File: src/rtl/i2c_arb_pkg.sv
// Shared types and defaults for the I2C transaction arbiter.
//   arb_state_e  : arbiter FSM state encoding (IDLE, LAUNCH, XFER, GAP)
//   DEF_*        : default widths and timing used by i2c_txn_arbiter
package i2c_arb_pkg;

  typedef enum logic [1:0] {
    IDLE   = 2'd0,  // waiting for a request
    LAUNCH = 2'd1,  // START_STB raised, waiting for START on the bus
    XFER   = 2'd2,  // transaction in flight, waiting for STOP
    GAP    = 2'd3   // enforced bus free time
  } arb_state_e;

  localparam int DEF_ADDR_W  = 7;
  localparam int DEF_DATA_W  = 16;
  localparam int DEF_TIMEOUT = 1023;
  localparam int DEF_GAP_CYC = 8;

endpackage

File: src/rtl/i2c_cond_detect.sv
// I2C bus condition detector. Registers SCL and the effective SDA
// (open-drain with pull-up) once, keeps the previous registered sample,
// and flags START / STOP / SCL-edge events from those two samples.
// Written so a slave-side monitor can reuse it unchanged.
//   clk, rst            : clock, synchronous active-high reset
//   scl, sda_out, sda_oe: raw pin view of the master
//   start_det           : sda fell while SCL high in both samples
//   stop_det            : sda rose while SCL high in both samples
//   scl_edge            : SCL changed between the two samples
module i2c_cond_detect (
  input  logic clk,
  input  logic rst,
  input  logic scl,
  input  logic sda_out,
  input  logic sda_oe,
  output logic start_det,
  output logic stop_det,
  output logic scl_edge
);

  logic scl_d, scl_q, scl_p_q;
  logic sda_d, sda_q, sda_p_q;

  // Released SDA reads high through the pull-up.
  always_comb begin
    scl_d = scl;
    sda_d = sda_oe ? sda_out : 1'b1;
  end

  // Reset to the idle-bus level so leaving reset never fakes an edge.
  always_ff @(posedge clk) begin
    if (rst) begin
      scl_q   <= 1'b1;
      sda_q   <= 1'b1;
      scl_p_q <= 1'b1;
      sda_p_q <= 1'b1;
    end else begin
      scl_q   <= scl_d;
      sda_q   <= sda_d;
      scl_p_q <= scl_q;
      sda_p_q <= sda_q;
    end
  end

  assign start_det = scl_q & scl_p_q &  sda_p_q & ~sda_q;
  assign stop_det  = scl_q & scl_p_q & ~sda_p_q &  sda_q;
  assign scl_edge  = scl_q ^ scl_p_q;

endmodule

File: src/rtl/i2c_txn_arbiter.sv
// Round-robin arbiter sharing one I2C master between N_REQ requesters.
// One transaction per grant; progress is tracked by watching the master's
// pins for START and STOP, with an SCL-inactivity timeout.
//   CLK, RESET          : clock, synchronous active-high reset
//   REQ/REQ_RNW         : per-requester request level and direction
//   REQ_ADDR/REQ_WDATA  : packed per-requester address / write data
//   GNT/DONE/ERR        : one-hot grant, completion pulse, timeout pulse
//   RDATA               : last read data, updated on a read DONE
//   START_STB/RNW/I2C_ADDR/WR_DATA : command to the master
//   RD_DATA, SCL, SDA_OUT, SDA_OE  : status / pins from the master
module i2c_txn_arbiter
  import i2c_arb_pkg::*;
#(
  parameter int N_REQ   = 2,
  parameter int ADDR_W  = DEF_ADDR_W,
  parameter int DATA_W  = DEF_DATA_W,
  parameter int TIMEOUT = DEF_TIMEOUT,
  parameter int GAP_CYC = DEF_GAP_CYC
) (
  input  logic                      CLK,
  input  logic                      RESET,
  input  logic [N_REQ-1:0]          REQ,
  input  logic [N_REQ-1:0]          REQ_RNW,
  input  logic [N_REQ*ADDR_W-1:0]   REQ_ADDR,
  input  logic [N_REQ*DATA_W-1:0]   REQ_WDATA,
  output logic [N_REQ-1:0]          GNT,
  output logic [N_REQ-1:0]          DONE,
  output logic [N_REQ-1:0]          ERR,
  output logic [DATA_W-1:0]         RDATA,
  output logic                      START_STB,
  output logic                      RNW,
  output logic [ADDR_W-1:0]         I2C_ADDR,
  output logic [DATA_W-1:0]         WR_DATA,
  input  logic [DATA_W-1:0]         RD_DATA,
  input  logic                      SCL,
  input  logic                      SDA_OUT,
  input  logic                      SDA_OE
);

  localparam int IDX_W = (N_REQ > 1) ? $clog2(N_REQ) : 1;
  localparam int TMR_W = $clog2(TIMEOUT + 1);
  localparam int GAP_W = (GAP_CYC > 1) ? $clog2(GAP_CYC + 1) : 1;

  // Round-robin search starting just after 'last'. Walks the candidates
  // from farthest to nearest so the nearest requesting one wins.
  // Returns {found, index}.
  function automatic logic [IDX_W:0] rr_pick(input logic [N_REQ-1:0] req,
                                             input logic [IDX_W-1:0] last);
    logic [IDX_W:0] res;
    int             idx;
    res = '0;
    for (int k = N_REQ; k >= 1; k--) begin
      idx = (int'(last) + k) % N_REQ;
      if (req[idx]) res = {1'b1, IDX_W'(idx)};
    end
    return res;
  endfunction

  logic start_det, stop_det, scl_edge;

  i2c_cond_detect u_cond (
    .clk       (CLK),
    .rst       (RESET),
    .scl       (SCL),
    .sda_out   (SDA_OUT),
    .sda_oe    (SDA_OE),
    .start_det (start_det),
    .stop_det  (stop_det),
    .scl_edge  (scl_edge)
  );

  arb_state_e          state_d, state_q;
  logic [IDX_W-1:0]    last_d,  last_q;
  logic [IDX_W-1:0]    gidx_d,  gidx_q;
  logic [TMR_W-1:0]    timer_d, timer_q;
  logic [GAP_W-1:0]    gap_d,   gap_q;
  logic [N_REQ-1:0]    gnt_d,   gnt_q;
  logic [N_REQ-1:0]    done_d,  done_q;
  logic [N_REQ-1:0]    err_d,   err_q;
  logic [DATA_W-1:0]   rdata_d, rdata_q;
  logic                stb_d,   stb_q;
  logic                rnw_d,   rnw_q;
  logic [ADDR_W-1:0]   addr_d,  addr_q;
  logic [DATA_W-1:0]   wdata_d, wdata_q;

  logic [IDX_W:0]      pick;
  logic [IDX_W-1:0]    pidx;
  logic [TMR_W-1:0]    tmr_inc;

  always_comb begin
    state_d = state_q;
    last_d  = last_q;
    gidx_d  = gidx_q;
    timer_d = timer_q;
    gap_d   = gap_q;
    gnt_d   = gnt_q;
    done_d  = '0;
    err_d   = '0;
    rdata_d = rdata_q;
    stb_d   = stb_q;
    rnw_d   = rnw_q;
    addr_d  = addr_q;
    wdata_d = wdata_q;

    pick    = rr_pick(REQ, last_q);
    pidx    = pick[IDX_W-1:0];
    // Inactivity timer: any SCL edge proves the master is alive.
    tmr_inc = scl_edge ? '0 : timer_q + TMR_W'(1);

    case (state_q)
      IDLE: begin
        if (pick[IDX_W]) begin
          gidx_d      = pidx;
          gnt_d       = '0;
          gnt_d[pidx] = 1'b1;
          addr_d      = REQ_ADDR[int'(pidx)*ADDR_W +: ADDR_W];
          wdata_d     = REQ_WDATA[int'(pidx)*DATA_W +: DATA_W];
          rnw_d       = REQ_RNW[pidx];
          stb_d       = 1'b1;
          timer_d     = '0;
          state_d     = LAUNCH;
        end
      end

      LAUNCH, XFER: begin
        timer_d = tmr_inc;
        // STOP only counts once the START has been seen; a STOP pattern
        // during LAUNCH and a repeated START during XFER are ignored.
        if (state_q == XFER && stop_det) begin
          done_d[gidx_q] = 1'b1;
          if (rnw_q) rdata_d = RD_DATA;
          gnt_d   = '0;
          last_d  = gidx_q;
          gap_d   = '0;
          state_d = GAP;
        end else if (tmr_inc == TMR_W'(TIMEOUT)) begin
          err_d[gidx_q] = 1'b1;
          stb_d   = 1'b0;
          gnt_d   = '0;
          last_d  = gidx_q;
          gap_d   = '0;
          state_d = GAP;
        end else if (state_q == LAUNCH && start_det) begin
          stb_d   = 1'b0;
          state_d = XFER;
        end
      end

      GAP: begin
        // Exactly GAP_CYC cycles here; requests wait until IDLE.
        if (gap_q == GAP_W'(GAP_CYC - 1)) state_d = IDLE;
        else                              gap_d   = gap_q + GAP_W'(1);
      end

      default: state_d = IDLE;
    endcase
  end

  always_ff @(posedge CLK) begin
    if (RESET) begin
      state_q <= IDLE;
      last_q  <= IDX_W'(N_REQ - 1);  // requester 0 first after reset
      gidx_q  <= '0;
      timer_q <= '0;
      gap_q   <= '0;
      gnt_q   <= '0;
      done_q  <= '0;
      err_q   <= '0;
      rdata_q <= '0;
      stb_q   <= 1'b0;
      rnw_q   <= 1'b0;
      addr_q  <= '0;
      wdata_q <= '0;
    end else begin
      state_q <= state_d;
      last_q  <= last_d;
      gidx_q  <= gidx_d;
      timer_q <= timer_d;
      gap_q   <= gap_d;
      gnt_q   <= gnt_d;
      done_q  <= done_d;
      err_q   <= err_d;
      rdata_q <= rdata_d;
      stb_q   <= stb_d;
      rnw_q   <= rnw_d;
      addr_q  <= addr_d;
      wdata_q <= wdata_d;
    end
  end

  assign GNT       = gnt_q;
  assign DONE      = done_q;
  assign ERR       = err_q;
  assign RDATA     = rdata_q;
  assign START_STB = stb_q;
  assign RNW       = rnw_q;
  assign I2C_ADDR  = addr_q;
  assign WR_DATA   = wdata_q;

endmodule

File: config.mk
export PLATFORM = sky130hd
export DESIGN_NAME = i2c_txn_arbiter
export DESIGN_NICKNAME = d
export VERILOG_FILES = /design/src/rtl/i2c_arb_pkg.sv /design/src/rtl/i2c_cond_detect.sv /design/src/rtl/i2c_txn_arbiter.sv
export SDC_FILE = /design/constraint.sdc
export NUM_CORES = 1
export LEC_CHECK = 0
export BUFFER_PORTS_ARGS = -buffer_cell sky130_fd_sc_hd__clkbuf_2
export CORE_MARGIN = 2
export CORE_UTILIZATION = 45
export CTS_CLUSTER_SIZE = 12
export DETAILED_ROUTE_END_ITERATION = 10
export PLACE_DENSITY = 0.74
export SLEW_MARGIN = 30
export SYNTH_ARGS = -nofsm -noshare
export SYNTH_HDL_FRONTEND = slang
export SYNTH_SLANG_ARGS = --single-unit
File: constraint.sdc
create_clock -name CLK -period 3.02 [get_ports CLK]
set_clock_uncertainty 0.2 [all_clocks]
set_input_delay 0.302 -clock CLK [delete_from_list [all_inputs] [get_ports CLK]]
set_output_delay 0.302 -clock CLK [all_outputs]
set_load 0.005 [all_outputs]
==> results.md, run 1 <==
* Port Buf Inserts at 117
* Max Clock Freq at 415 MHz
* Setup TNS Final at 0 ns
* CP Capture Type: flip-flop
* First-pass GRT wire length at 12,100 um
* Syn Inst Count at 355
* Max clock buf depth at 2
* Final Hold Viols at 0
* Clock power frac at 28.9%
* Drt pass-1 iters at 4
* Die H at 87.1 um
* Largest net degree at the start of global routing at 28
* R2r endpoint: gap_q[0]$_SDFFE_PP0P_
* Worst Path Buf+Inv at 1
* Top post-synthesis cells by area: dfxtp_1 (44%), mux2i_1 (8.4%), a211oi_1 (5.8%), nand2_1 (5.8%), nor2_1 (5.3%)
* # nets final at 562
* Clk slew on worst S/H paths at 0.08 ns
* Total Routing Usage GR at 20.4%
* Crit path cell chain: inv_1, ha_1, or2b_2, and2_1, or4b_1, a21oi_1
* Antenna diodes at 0
* R2R setup slack at 0.61 ns
* Maxcap violations at 0
* Fin. max-slew vios at 0
* CTS tree: done
* DRC viols at 0
* Vias per inst at 5.18
* Setup violators final at 0
* DPL Wire Length at 5400 um
* Hold Crit Class: in -> reg
* Seq pwr share at 37.7%
* Synthesized area at 0.00311 sq mm
* Commonest non-fill, non-tap cell in the layout: clkbuf_2
* Gate power share at 33.4%
* Yosys warnings at 0
* Antenna violations before repair at 0
* Count of cell types in the netlist at 51
* Power Dens Cells at 744 mW/mm^2
* Sequential-to-total area share from yosys stat at 44.5%
* Die ar. at 0.00758 sq mm
* Final Wtd Congestion at 0.835
* FFs w/ async S/R, synth at 0%
* Clk root buf: clkbuf_8
* Fillers at 589
* Routed vias at 2,945
* Hold EP: u_cond.sda_q$_SDFF_PP1_
* Antenna-violating nets left at 0
* Die X at 87.1 um
* VDD IR max at 0.472 mV
* Total clock sinks at 69
* Leakage at 1.79 nW
* Rows at 30
* Most frequent cells in the layout: clkbuf_2 (117), dfxtp_1 (69), nand2_1 (48)
* Sw frac at 34.2%
* Avg Cell Area, Syn at 8.75 sq um
* Starting Density at 46.2%
* Overall routed net length at 7670 um
* Area Overhead vs Synth at 33.8%
* Clk_lat worst skew at 0.34 ns
* Delay of the slowest critical-path stage at 0.53 ns
* Top cell type's share of synthesized area at 44.5%
* Ports at 118
* Post-synth EDFFs at 0
* Total CTS buffers at 9
* Slew at the pin closest to its max-slew limit at 0.728 ns
* Post-synth top area cell: dfxtp_1
* Hold WS at 0.0307 ns
* Slew HR at 51.0%
* CP max FO at 15
* Hold Path Cell Cnt at 2
* Internal power at 2.03 mW
* HP Start: SDA_OE
* Worst path required time at 3.09 ns
* GR Overflow Total at 0
* Startpoint Class: flip-flop
* Post-DR wirelength/cell at 13.5 um
* 1st-iter DRT viols at 190
* Yosys reg bits at 69
* Final Cycle Share at 79.7%
* Layout cell share with drive strength beyond 1 at 30.9%
* Sw Pwr at 1.06 mW
* CP delay by family, top: simple AND/OR/NAND/NOR gates
* Synth Flop Type: dfxtp_1
* Worst path arrival time at 2.48 ns
* Core Area at 0.00672 sq mm
* RSZ-0062 raised after global routing: no
* Vias in the first global route at 2,651
* WS Path Type: reg -> reg
* Min setup slack post-route at 0.613 ns
* Status: completed
* Launch point of the worst reg-to-reg path: state_q[0]$_SDFFE_PP0P_
* R2R cell count at 6
* Crit path max-delay cell type: ha_1
* Net count after synthesis at 433
* Max H-tree Level at 3
* Pre-CTS setup slack at 0.662 ns
* Crit path time final at 2.41 ns
* Post-CTS Resized at 0
[power groups by stage]
| stage | logic (mW) | registers (mW) | clock network, mW |
|---|---|---|---|
| floorplan | 0.669 | 1.18 | 0 |
| global placement | 0.985 | 1.18 | 0 |
| detailed placement | 1.01 | 1.18 | 0 |
| CTS | 1.03 | 1.17 | 0.913 |
| global route | 1.16 | 1.18 | 0.949 |
| finish | 1.03 | 1.16 | 0.895 |
[layer usage]
layer	vias up	wire, um	GRT usage [%]
li1	1518	-	-
met1	1300	3340	24.5
met2	116	3760	34.6
met3	11	454	5.02
met4	0	114	8.81
met5	-	0	0
[cell usage after synthesis (2+ instances only)]
| cell | number |
|---|---|
| xnor2_1 | 2 |
| ha_1 | 7 |
| nand3b_1 | 2 |
| clkbuf_8 | 2 |
| a311oi_1 | 2 |
| nand4b_1 | 4 |
| buf_2 | 3 |
| nor3b_1 | 4 |
| nand3_1 | 3 |
| nand2_1 | 48 |
| a31oi_1 | 2 |
| nor2b_1 | 4 |
| a211oi_1 | 24 |
| nand2b_1 | 3 |
| o21a_1 | 3 |
| a22oi_1 | 2 |
| nor3_1 | 3 |
| and3_1 | 2 |
| nor2_1 | 44 |
| clkbuf_1 | 17 |
| a21boi_0 | 2 |
| or2_2 | 3 |
| a21oi_1 | 31 |
| or3_1 | 2 |
| o21ai_0 | 14 |
| mux2i_1 | 26 |
| dfxtp_1 | 69 |
| inv_1 | 4 |
[per-stage QoR]
| stage | area [sq um] | power [mW] | util (%) | cells |
|---|---|---|---|---|
| 5_1_grt | 4160 | 3.29 | 61.9 | 568 |
| 3_5_place_dp | 3740 | 2.19 | 55.7 | 535 |
| 3_3_place_gp | 3740 | 2.16 | 55.7 | 535 |
| 4_1_cts | 4160 | 3.11 | 61.9 | 568 |
| 2_1_floorplan | 3110 | 1.85 | - | 355 |
| 6_report | 4160 | 3.09 | 61.9 | 568 |
[cell type report]
cell class,count,area [sq um],share of cell area [%]
clock inverter,6,111,2.68
inverter,4,15.0,0.361
sequential,69,1380,33.2
clock buffer,9,124,2.98
multi-input combinational,260,1620,39.0
timing repair buffer,140,803,19.3
tap,80,100,2.41
[flip-flops by register name, summed over array words and instances, names as in the netlist, 2 cells and up]
register / flops
DONE: 2
timer_q: 10
WR_DATA: 16
RDATA: 16
state_q: 2
GNT: 2
I2C_ADDR: 7
gap_q: 4
ERR: 2
[logic make-up (layout without fill, tap and decap cells)]
logic type | count (synthesis) | after routing | synth area share, %
XOR/XNOR | 2 | 2 | 0.564
flip-flops | 69 | 69 | 44.5
AO/OA/AOI/OAI | 90 | 90 | 18.5
AND/OR/NAND/NOR | 134 | 134 | 21.0
multiplexers | 27 | 27 | 8.74
adder cells (fa/ha/maj) | 7 | 7 | 2.82
buffers and inverters | 26 | 159 | 3.91
[how the worst max path moves through the flow]
stage,to,cells after the start,slack (ns),from
global route,timer_q[8]$_SDFFE_PP0P_,6,0.48,state_q[0]$_SDFFE_PP0P_
detailed placement,gap_q[0]$_SDFFE_PP0P_,6,0.66,state_q[0]$_SDFFE_PP0P_
global placement,gap_q[0]$_SDFFE_PP0P_,6,0.74,state_q[1]$_SDFFE_PP0P_
floorplan,gap_q[0]$_SDFFE_PP0P_,7,0.88,timer_q[0]$_SDFFE_PP0P_
finish,gap_q[0]$_SDFFE_PP0P_,6,0.61,state_q[0]$_SDFFE_PP0P_
CTS,gap_q[0]$_SDFFE_PP0P_,6,0.63,state_q[0]$_SDFFE_PP0P_
[repair_timing]
| item | 4_1_cts | 5_1_grt |
|---|---|---|
| buffers inserted | 0 | 0 |
| hold buffers | 18 | 0 |
| hold endpoints to repair | 18 | 0 |
Note: power is estimated with default switching activity, not from simulation.
==> inputs of run 2 (changes only) <==
==> constraint.sdc (replaced) <==
create_clock -name CLK -period 2.45 [get_ports CLK]
set_clock_uncertainty 0.2 [all_clocks]
set_input_delay 0.245 -clock CLK [delete_from_list [all_inputs] [get_ports CLK]]
set_output_delay 0.245 -clock CLK [all_outputs]
set_load 0.005 [all_outputs]
==> results.md, run 2 (synthesis results as in run 1) <==
* CP Capture Type: flip-flop
* Routed vias at 2,984
* Max H-tree Level at 3
* Startpoint Class: flip-flop
* Clk slew on worst S/H paths at 0.07 ns
* Hold_buf cts at 19
* Maxcap violations at 0
* Hold Crit Class: in -> reg
* Layout cell share with drive strength beyond 1 at 31.1%
* Antenna diodes at 0
* Vias in the first global route at 2,881
* Crit path max-delay cell type: or4b_1
* Leakage at 1.77 nW
* Antenna-violating nets left at 0
* # nets final at 566
* Crit path cell chain: ha_1, xnor2_1, nor4_2, o2111a_2, a21oi_2, or4b_1, a21oi_1
* Starting Density at 46.2%
* Ports at 118
* Slew HR at 57.0%
* Final Wtd Congestion at 0.785
* GR Overflow Total at 0
* CP max FO at 6
* Commonest non-fill, non-tap cell in the layout: clkbuf_2
* Final Cycle Share at 93.4%
* Area Overhead vs Synth at 33.1%
* RSZ-0062 raised after global routing: no
* VDD IR max at 0.464 mV
* Largest net degree at the start of global routing at 52
* Clk root buf: clkbuf_8
* Final Hold Viols at 0
* Rows at 30
* Post-DR wirelength/cell at 13.4 um
* Post-CTS setup buffers at 0
* Clk_lat worst skew at 0.34 ns
* Drt pass-1 iters at 4
* Setup TNS Final at 0 ns
* Power Dens Cells at 865 mW/mm^2
* Setup violators final at 0
* 1st-iter DRT viols at 116
* WS Path Type: reg -> reg
* Worst path required time at 2.52 ns
* DRC viols at 0
* Total clock sinks at 69
* Total Routing Usage GR at 20.6%
* Die X at 87.1 um
* Core Area at 0.00672 sq mm
* Max clock buf depth at 2
* Total CTS buffers at 9
* DPL Wire Length at 5550 um
* First-pass GRT wire length at 12,200 um
* Crit path time final at 2.29 ns
* Die ar. at 0.00758 sq mm
* Post-CTS Resized at 0
* Max Clock Freq at 437 MHz
* Overall routed net length at 7670 um
* Status: completed
* Die H at 87.1 um
* Vias per inst at 5.22
* Delay of the slowest critical-path stage at 0.50 ns
* Port Buf Inserts at 117
* CTS tree: done
* Antenna violations before repair at 0
* Finished Layout Cells at 572
* Most frequent cells in the layout: clkbuf_2 (117), dfxtp_1 (69), nand2_1 (48)
* Slew at the pin closest to its max-slew limit at 0.645 ns
* Worst path arrival time at 2.36 ns
* Power Total at 3.58 mW
* Placed cell count at 538
* Fin. max-slew vios at 0
==> run 2: worst paths after layout <==
| kind | slack, ns | from | endpoint | depth (start not counted) |
|---|---|---|---|---|
| max | 0.16 | timer_q[0]$_SDFFE_PP0P_ | gap_q[0]$_SDFFE_PP0P_ | 7 |
| min | 0.02 | REQ_WDATA[10] | WR_DATA[10]$_SDFFE_PP0P_ | 3 |
| max reg2reg | 0.16 | timer_q[0]$_SDFFE_PP0P_ | gap_q[0]$_SDFFE_PP0P_ | 7 |
| min reg2reg | 0.25 | u_cond.scl_q$_SDFF_PP1_ | u_cond.scl_p_q$_SDFF_PP1_ | 1 |
==> run 2: report_power, final <==
| part | internal [mW] | leakage, nW | switching [mW] | total (mW) |
|---|---|---|---|---|
| Combinational | 0.567 | 1.13 | 0.778 | 1.34 |
| Clock | 0.386 | 0.0812 | 0.412 | 0.798 |
| Sequential | 1.31 | 0.564 | 0.123 | 1.43 |
| Total | 2.26 | 1.77 | 1.31 | 3.58 |
==> run 2: final cells by class <==
| class | instances | area (sq um) |
|---|---|---|
| fillers | 566 | 2590 |
| multi-input cells | 260 | 1620 |
| flip-flops and latches | 69 | 1380 |
| repair buffers | 144 | 848 |
| clock buffers | 11 | 141 |
| well taps | 80 | 100 |
| clock inverters | 4 | 25.0 |
| inverters | 4 | 15.0 |
==> run 2: per-stage QoR <==
stage	worst slack, ns	util (%)	area [sq um]	hold WS [ns]
3_3_place_gp	0.234	56.2	3780	0.228
2_1_floorplan	0.314	-	3110	0.149
5_1_grt	0.00542	61.5	4130	0.0296
3_5_place_dp	0.179	56.2	3780	0.234
4_1_cts	0.168	61.5	4130	0.00767
6_report	0.162	61.5	4130	0.0171
==> run 2: critical path, delay by kind of cell, from the launching register on <==
kind | cells | cell delay, ns
fa+ha+maj | 1 | 0.25
xor+xnor | 1 | 0.09
flops | 1 | 0.45
simple gates | 2 | 0.77
compound gates | 3 | 0.46
==> run 2: per-layer routing <==
layer / share of wire (%) / track usage (%) / vias up / routed length, um
met5: 0 / 0 / - / 0
met4: 2.3 / 10.7 / 0 / 174
met3: 6.8 / 5.40 / 22 / 523
met2: 47 / 34.8 / 115 / 3630
met1: 43 / 23.8 / 1321 / 3330
li1: - / - / 1526 / -
